===== config.mk =====
export PLATFORM = sky130hd
export DESIGN_NAME = freq_meas_sched_flat
export DESIGN_NICKNAME = d
export VERILOG_FILES = /design/src/rtl/freq_meas_if.sv /design/src/rtl/freq_meas_sched.sv /design/src/flat_wrapper.sv
export SDC_FILE = /design/constraint.sdc
export NUM_CORES = 2
export LEC_CHECK = 0
export CORE_MARGIN = 1.5
export CORE_UTILIZATION = 37
export DETAILED_ROUTE_END_ITERATION = 8
export DONT_BUFFER_PORTS = 1
export PLACE_DENSITY_LB_ADDON = 0.05
export RECOVER_POWER = 25
export SLEW_MARGIN = 5
export SYNTH_ARGS = -nofsm -noshare
export SYNTH_HDL_FRONTEND = slang
export SYNTH_SLANG_ARGS = --single-unit

===== constraint.sdc =====
create_clock -name sys_clk -period 18.75 [get_ports sys_clk]
set_clock_uncertainty 0.2 [all_clocks]
set_input_delay 1.875 -clock sys_clk [delete_from_list [all_inputs] [get_ports sys_clk]]
set_output_delay 1.875 -clock sys_clk [all_outputs]
set_load 0.005 [all_outputs]

===== src/rtl/freq_meas_if.sv =====
// Scheduler-facing bundle: control inputs, datapath mux/gate/count handshake,
// and the result handshake towards the consumer.
interface freq_meas_if #(
    parameter int NUM_CH = 4,
    parameter int CH_W   = (NUM_CH > 1) ? $clog2(NUM_CH) : 1
);
    logic              start_en;
    logic [NUM_CH-1:0] ch_mask;
    logic [CH_W-1:0]   ch_sel;
    logic              gate;
    logic              cnt_vld;
    logic [47:0]       cnt_test;
    logic [47:0]       cnt_stand;
    logic [31:0]       freq;
    logic [CH_W-1:0]   freq_ch;
    logic              freq_err;
    logic              freq_vld;
    logic              freq_rdy;
    logic              busy;

    modport master (
        input  start_en, ch_mask, cnt_vld, cnt_test, cnt_stand, freq_rdy,
        output ch_sel, gate, freq, freq_ch, freq_err, freq_vld, busy
    );

    modport slave (
        output start_en, ch_mask, cnt_vld, cnt_test, cnt_stand, freq_rdy,
        input  ch_sel, gate, freq, freq_ch, freq_err, freq_vld, busy
    );
endinterface


===== src/rtl/freq_meas_sched.sv =====
// Round-robin frequency measurement scheduler: selects a channel, settles, gates
// the counters, then turns the captured counts into Hz with a serial divider.
module freq_meas_sched #(
    parameter int NUM_CH         = 4,
    parameter int GATE_CYCLES    = 750000,
    parameter int SETTLE_CYCLES  = 125000,
    parameter int TIMEOUT_CYCLES = 1000000,
    parameter int CLK_STAND_FREQ = 100000000
) (
    input logic         sys_clk,
    input logic         sys_rst,
    freq_meas_if.master bus
);
    localparam int CH_W      = (NUM_CH > 1) ? $clog2(NUM_CH) : 1;
    localparam int NUM_W     = 75;
    localparam int DEN_W     = 48;
    localparam int DIV_STEPS = NUM_W;
    localparam int T_A       = (GATE_CYCLES > SETTLE_CYCLES) ? GATE_CYCLES : SETTLE_CYCLES;
    localparam int T_B       = (T_A > TIMEOUT_CYCLES) ? T_A : TIMEOUT_CYCLES;
    localparam int TMR_MAX   = (T_B > DIV_STEPS + 1) ? T_B : DIV_STEPS + 1;
    localparam int TMR_W     = $clog2(TMR_MAX + 1);

    localparam logic [TMR_W-1:0] SETTLE_END  = TMR_W'(SETTLE_CYCLES - 1);
    localparam logic [TMR_W-1:0] GATE_END    = TMR_W'(GATE_CYCLES - 1);
    localparam logic [TMR_W-1:0] TIMEOUT_END = TMR_W'(TIMEOUT_CYCLES - 1);
    localparam logic [TMR_W-1:0] DIV_END     = TMR_W'(DIV_STEPS);
    localparam logic [26:0]      STAND_HZ    = 27'(CLK_STAND_FREQ);

    typedef enum logic [2:0] {
        IDLE, SELECT, SETTLE, GATE, WAIT_CNT, DIV, OUT
    } state_t;

    typedef struct packed {
        logic [31:0] freq;
        logic        err;
    } result_t;

    state_t            state, state_n;
    logic [TMR_W-1:0]  tmr;
    logic [CH_W-1:0]   rr_ptr;
    logic [CH_W-1:0]   pick, pick_nxt;
    logic              pick_found;
    logic [NUM_CH-1:0] m_sh;
    int                j;
    logic              pick_ld, cap_ld, div_step, res_ld;
    result_t           res_n;

    logic [NUM_W-1:0]  dq;
    logic [DEN_W-1:0]  rem, den;
    logic [DEN_W:0]    rem_s, rem_d;
    logic              q_bit;
    logic [NUM_W-1:0]  prod;
    logic [31:0]       quot_sat;

    assign bus.busy = (state != IDLE);

    // Search order starts at rr_ptr, the channel after the last one measured.
    always_comb begin
        pick       = '0;
        pick_found = 1'b0;
        m_sh       = '0;
        j          = 0;
        for (int i = 0; i < NUM_CH; i++) begin
            j = int'(rr_ptr) + i;
            if (j >= NUM_CH) j = j - NUM_CH;
            m_sh = bus.ch_mask >> j;
            if (!pick_found && m_sh[0]) begin
                pick       = CH_W'(j);
                pick_found = 1'b1;
            end
        end
        pick_nxt = (pick == CH_W'(NUM_CH - 1)) ? '0 : pick + 1'b1;
    end

    // Restoring division: the quotient shifts into dq as the numerator shifts out.
    always_comb begin
        prod     = NUM_W'(STAND_HZ) * NUM_W'(bus.cnt_test);
        rem_s    = {rem, dq[NUM_W-1]};
        rem_d    = rem_s - {1'b0, den};
        q_bit    = ~rem_d[DEN_W];
        quot_sat = (|dq[NUM_W-1:32]) ? 32'hFFFF_FFFF : dq[31:0];
    end

    always_ff @(posedge sys_clk) begin
        if (sys_rst) state <= IDLE;
        else         state <= state_n;
    end

    always_comb begin
        state_n  = state;
        pick_ld  = 1'b0;
        cap_ld   = 1'b0;
        div_step = 1'b0;
        res_ld   = 1'b0;
        res_n    = '0;
        case (state)
            IDLE: begin
                if (bus.start_en && (|bus.ch_mask)) state_n = SELECT;
            end
            SELECT: begin
                if (pick_found) begin
                    pick_ld = 1'b1;
                    state_n = SETTLE;
                end else begin
                    state_n = IDLE;
                end
            end
            SETTLE: begin
                if (tmr == SETTLE_END) state_n = GATE;
            end
            GATE: begin
                if (tmr == GATE_END) state_n = WAIT_CNT;
            end
            WAIT_CNT: begin
                if (bus.cnt_vld) begin
                    if (bus.cnt_stand == '0) begin
                        res_ld    = 1'b1;
                        res_n.err = 1'b1;
                        state_n   = OUT;
                    end else begin
                        cap_ld  = 1'b1;
                        state_n = DIV;
                    end
                end else if (tmr == TIMEOUT_END) begin
                    res_ld    = 1'b1;
                    res_n.err = 1'b1;
                    state_n   = OUT;
                end
            end
            DIV: begin
                // 75 quotient steps, then one cycle to saturate and publish.
                if (tmr < DIV_END) begin
                    div_step = 1'b1;
                end else begin
                    res_ld     = 1'b1;
                    res_n.freq = quot_sat;
                    state_n    = OUT;
                end
            end
            OUT: begin
                if (bus.freq_rdy) state_n = bus.start_en ? SELECT : IDLE;
            end
            default: state_n = IDLE;
        endcase
    end

    // One shared timer, cleared on every state change.
    always_ff @(posedge sys_clk) begin
        if (sys_rst || (state_n != state)) tmr <= '0;
        else                              tmr <= tmr + TMR_W'(1);
    end

    always_ff @(posedge sys_clk) begin
        if (sys_rst) begin
            rr_ptr       <= '0;
            bus.ch_sel   <= '0;
            bus.gate     <= 1'b0;
            bus.freq     <= '0;
            bus.freq_ch  <= '0;
            bus.freq_err <= 1'b0;
            bus.freq_vld <= 1'b0;
        end else begin
            bus.gate     <= (state_n == GATE);
            bus.freq_vld <= (state_n == OUT);
            if (pick_ld) begin
                bus.ch_sel <= pick;
                rr_ptr     <= pick_nxt;
            end
            if (res_ld) begin
                bus.freq     <= res_n.freq;
                bus.freq_err <= res_n.err;
                bus.freq_ch  <= bus.ch_sel;
            end
        end
    end

    always_ff @(posedge sys_clk) begin
        if (cap_ld) begin
            dq  <= prod;
            rem <= '0;
            den <= bus.cnt_stand;
        end else if (div_step) begin
            dq  <= {dq[NUM_W-2:0], q_bit};
            rem <= q_bit ? rem_d[DEN_W-1:0] : rem_s[DEN_W-1:0];
        end
    end
endmodule


===== src/flat_wrapper.sv =====
// flat-port wrapper written by rule: the top's interface ports become plain ports
module freq_meas_sched_flat 
#(
    parameter int NUM_CH         = 4,
    parameter int GATE_CYCLES    = 750000,
    parameter int SETTLE_CYCLES  = 125000,
    parameter int TIMEOUT_CYCLES = 1000000,
    parameter int CLK_STAND_FREQ = 100000000
)
  (sys_clk, sys_rst, bus_start_en, bus_ch_mask, bus_cnt_vld, bus_cnt_test, bus_cnt_stand, bus_freq_rdy, bus_ch_sel, bus_gate, bus_freq, bus_freq_ch, bus_freq_err, bus_freq_vld, bus_busy);
  freq_meas_if #(.NUM_CH(NUM_CH)) bus_i ();
  input logic sys_clk;
  input logic sys_rst;
  input wire logic [$bits(bus_i.start_en)-1:0] bus_start_en;
  input wire logic [$bits(bus_i.ch_mask)-1:0] bus_ch_mask;
  input wire logic [$bits(bus_i.cnt_vld)-1:0] bus_cnt_vld;
  input wire logic [$bits(bus_i.cnt_test)-1:0] bus_cnt_test;
  input wire logic [$bits(bus_i.cnt_stand)-1:0] bus_cnt_stand;
  input wire logic [$bits(bus_i.freq_rdy)-1:0] bus_freq_rdy;
  output wire logic [$bits(bus_i.ch_sel)-1:0] bus_ch_sel;
  output wire logic [$bits(bus_i.gate)-1:0] bus_gate;
  output wire logic [$bits(bus_i.freq)-1:0] bus_freq;
  output wire logic [$bits(bus_i.freq_ch)-1:0] bus_freq_ch;
  output wire logic [$bits(bus_i.freq_err)-1:0] bus_freq_err;
  output wire logic [$bits(bus_i.freq_vld)-1:0] bus_freq_vld;
  output wire logic [$bits(bus_i.busy)-1:0] bus_busy;
  assign bus_i.start_en = bus_start_en;
  assign bus_i.ch_mask = bus_ch_mask;
  assign bus_i.cnt_vld = bus_cnt_vld;
  assign bus_i.cnt_test = bus_cnt_test;
  assign bus_i.cnt_stand = bus_cnt_stand;
  assign bus_i.freq_rdy = bus_freq_rdy;
  assign bus_ch_sel = bus_i.ch_sel;
  assign bus_gate = bus_i.gate;
  assign bus_freq = bus_i.freq;
  assign bus_freq_ch = bus_i.freq_ch;
  assign bus_freq_err = bus_i.freq_err;
  assign bus_freq_vld = bus_i.freq_vld;
  assign bus_busy = bus_i.busy;
  freq_meas_sched #(.NUM_CH(NUM_CH), .GATE_CYCLES(GATE_CYCLES), .SETTLE_CYCLES(SETTLE_CYCLES), .TIMEOUT_CYCLES(TIMEOUT_CYCLES), .CLK_STAND_FREQ(CLK_STAND_FREQ)) u_core (.sys_clk(sys_clk), .sys_rst(sys_rst), .bus(bus_i));
endmodule

==> results.md <==
- Placed cells: 4,038
- Mean Syn Cell Area: about 9.7 um^2
- IO Port Bufs: 0
- Synth Flop Type: dfxtp_1
- Worst-path cell chain: inv_1, fa_1, inv_1, fa_1, fa_1, fa_1, fa_1, inv_1, fa_1, inv_1, ha_1, nand4_1, nor4_1, a222oi_1, nand2_1, o21ai_1, o21ai_0, nand4_1, o31ai_1, xor2_1, a22o_1
- RSZ-0062 raised after global routing: no
- H-tree levels: 1
- P&R area growth vs syn: 6.71%
- Worst-skew pair later-pin latency: 0.56 ns
- DRC violations left: 0
- CP Class: primary input to flop
- Worst hold path class: flop to flop
- CTS Hold Buffers Added: 0
- Post-CTS resize count: 0
- Min cycle time layout: between 8 and 9 ns
- Max Clk Rate: 0.118 GHz
- Die X: ~290 um
- Post-synth design cell area: approximately 30,000 um^2
- Initial antenna violation count: 1
- Required @ worst endpoint: around 19 ns
- Die area: 82,300 um^2
- Fin cells: 4,090
- Crit-path most repeated cell: fa_1
- Vias: approximately 21,000
- Mapped Cells: about 3,100
- GRT Residual Overflow: 0
- Die Span Y: between 200 and 300 um
- Postcts setup bufs: 0
- GRT Total Usage: between 10% and 20%
- Core Area: around 79,000 um^2
- Row cnt: 103
- Number of global-route vias before repair: 22,510
- Status: finished, violations left
- Ant. Diodes: 0
- CTS tree: done
- Post-synth ARST share: 0%
- Failing checks: capacitance limit, slew limit
- Final slew viol count: 48
- Synth warn: 0
- Critical Path Fanout Max: 8
- First-pass GRT wire length: about 130,000 um
- Fin nets: just under 4,000
- Clock sink count: 235
- ANT nets after route: 0
- CTS root buffer: clkbuf_16
- Worst-path clk slew: roughly 0.06 ns
- Hpwl dp: 67,500 um
- Sequential area share after synthesis: about 20%
- DRT iter0 DRCs: between 1,000 and 1,500
- DR vias/cell: 5.08
- Final hold vios: 0
- Count of unique library cells instantiated by Yosys: 81
- Crit-path max cell delay: 0.76 ns
- Final worst path period share: 45.1%
- Slowest stage cell, crit path: nor4_1
- Actual slew at the worst max-slew pin: 2.87 ns
- Initial core utilization: between 30% and 40%
- Nature of the critical path startpoint: primary input
- Final Routed Wirelength: 79,900 um
- Max_slew headroom: -91.4%
- Filler Cell Count: 8,070
- Drt wl/cell: around 20 um
- Ports: 145
- Clock buffer depth: 3
- Yosys reg bits: approximately 240
- WP data arrival: 8.58 ns
- Commonest cells after routing, fill and taps aside: inv_1, fa_1, ha_1
- Post-synth EDFFs: 115
- Worst Setup End Kind: flop
- GPL Wtd Cong: 0.870
- Max-cap violation count: 1
- First-pass DRT Iterations: 5
- Largest net degree at the start of global routing: 76
- Post-Synthesis Net Count: just under 4,000
- Most common cell after layout, fill and taps aside: inv_1
- Layout cells sized above 1: 2.70%
- CTS buffer count: 28
- Sum Neg Setup Slack: 0 ns
- Setup Viol. Count Final: 0
critical path, delay by kind of cell:
kind	cells	cell delay (ns)
compound gates	5	1.23
xor+xnor	1	0.16
fa+ha+maj	7	3.66
buf+inv	4	0.26
simple gates	4	1.41
kinds of logic (layout without fill, tap and decap cells):
logic type	count (synthesis)	after routing	share of synthesized area, %
buffers and inverters	831	797	10.6
adders and majority gates	773	773	43.3
AOI/OAI and AO/OA	581	581	13.4
and+or+nand+nor	479	479	7.65
DFF	235	235	19.6
xor gates and xnor gates	140	140	4.18
muxes	35	35	1.26
sequential cells by signal (all words and copies together) (netlist names), 2 cells and up:
signal and count:
u_core.bus.freq 32, u_core.den 48, u_core.tmr 20, u_core.state 3, u_core.dq 75, u_core.bus.freq_ch 2
u_core.rr_ptr 2, u_core.rem 48, u_core.bus.ch_sel 2
metal layers:
layer  GRT usage, %  vias to the layer above  wire length, um
li1               -                     9987                -
met1           26.8                    10380            36600
met2           34.4                      369            38700
met3           2.91                       59             3600
met4           2.93                        0             1030
met5              0                        -                0
area by class of cell:
class                      count  area (um^2)  share of cell area (%)
sequential                   235         5860                    18.4
clock inverter                 8          120                   0.378
inverter                     734         2760                    8.67
clock buffer                  44          852                    2.68
tap                         1050         1310                    4.13
multi-input combinational   2008        20800                    65.5
timing repair buffer          11         78.8                   0.248
synth_stat cells (39+ instances only):
cell / n / share of area (%)
xnor2_1: 64 / 1.9
xor2_1: 75 / 2.2
a221oi_1: 39 / 1.1
nor2_1: 90 / 1.1
fa_1: 430 / 29
a21oi_1: 125 / 2.1
dfxtp_1: 120 / 8.1
nand2_1: 184 / 2.3
a22o_1: 43 / 1.3
ha_1: 343 / 14
clkbuf_1: 87 / 1.1
edfxtp_1: 115 / 12
inv_1: 733 / 9.2
nand3_1: 40 / 0.67
o21ai_0: 85 / 1.4
a21o_1: 83 / 2.1
worst paths after layout:
path,from,end,slack (ns),cells past startpoint
setup / recovery,bus_cnt_test[16],u_core.dq[62]$_DFFE_PP_,10.29,21
hold / removal,u_core.tmr[0]$_SDFF_PP0_,u_core.tmr[0]$_SDFF_PP0_,0.25,1
setup reg to reg,u_core.state[2]$_SDFF_PP0_,u_core.dq[12]$_DFFE_PP_,13.83,7
hold reg to reg,u_core.tmr[0]$_SDFF_PP0_,u_core.tmr[0]$_SDFF_PP0_,0.25,1
through the flow:
step	cell area, um^2	hold WS [ns]	util, %	worst slack (ns)
after floorplan	29800	0.218	-	10.71
after global placement	30800	0.230	38.9	9.76
after detailed placement	30800	0.240	38.9	9.82
after CTS	31800	0.253	40.1	10.43
after global routing	31800	0.264	40.1	9.95
final	31800	0.246	40.1	10.29
Power is not shown: default switching activity piles up to over one toggle a cycle in this logic, so the estimate is an artifact.
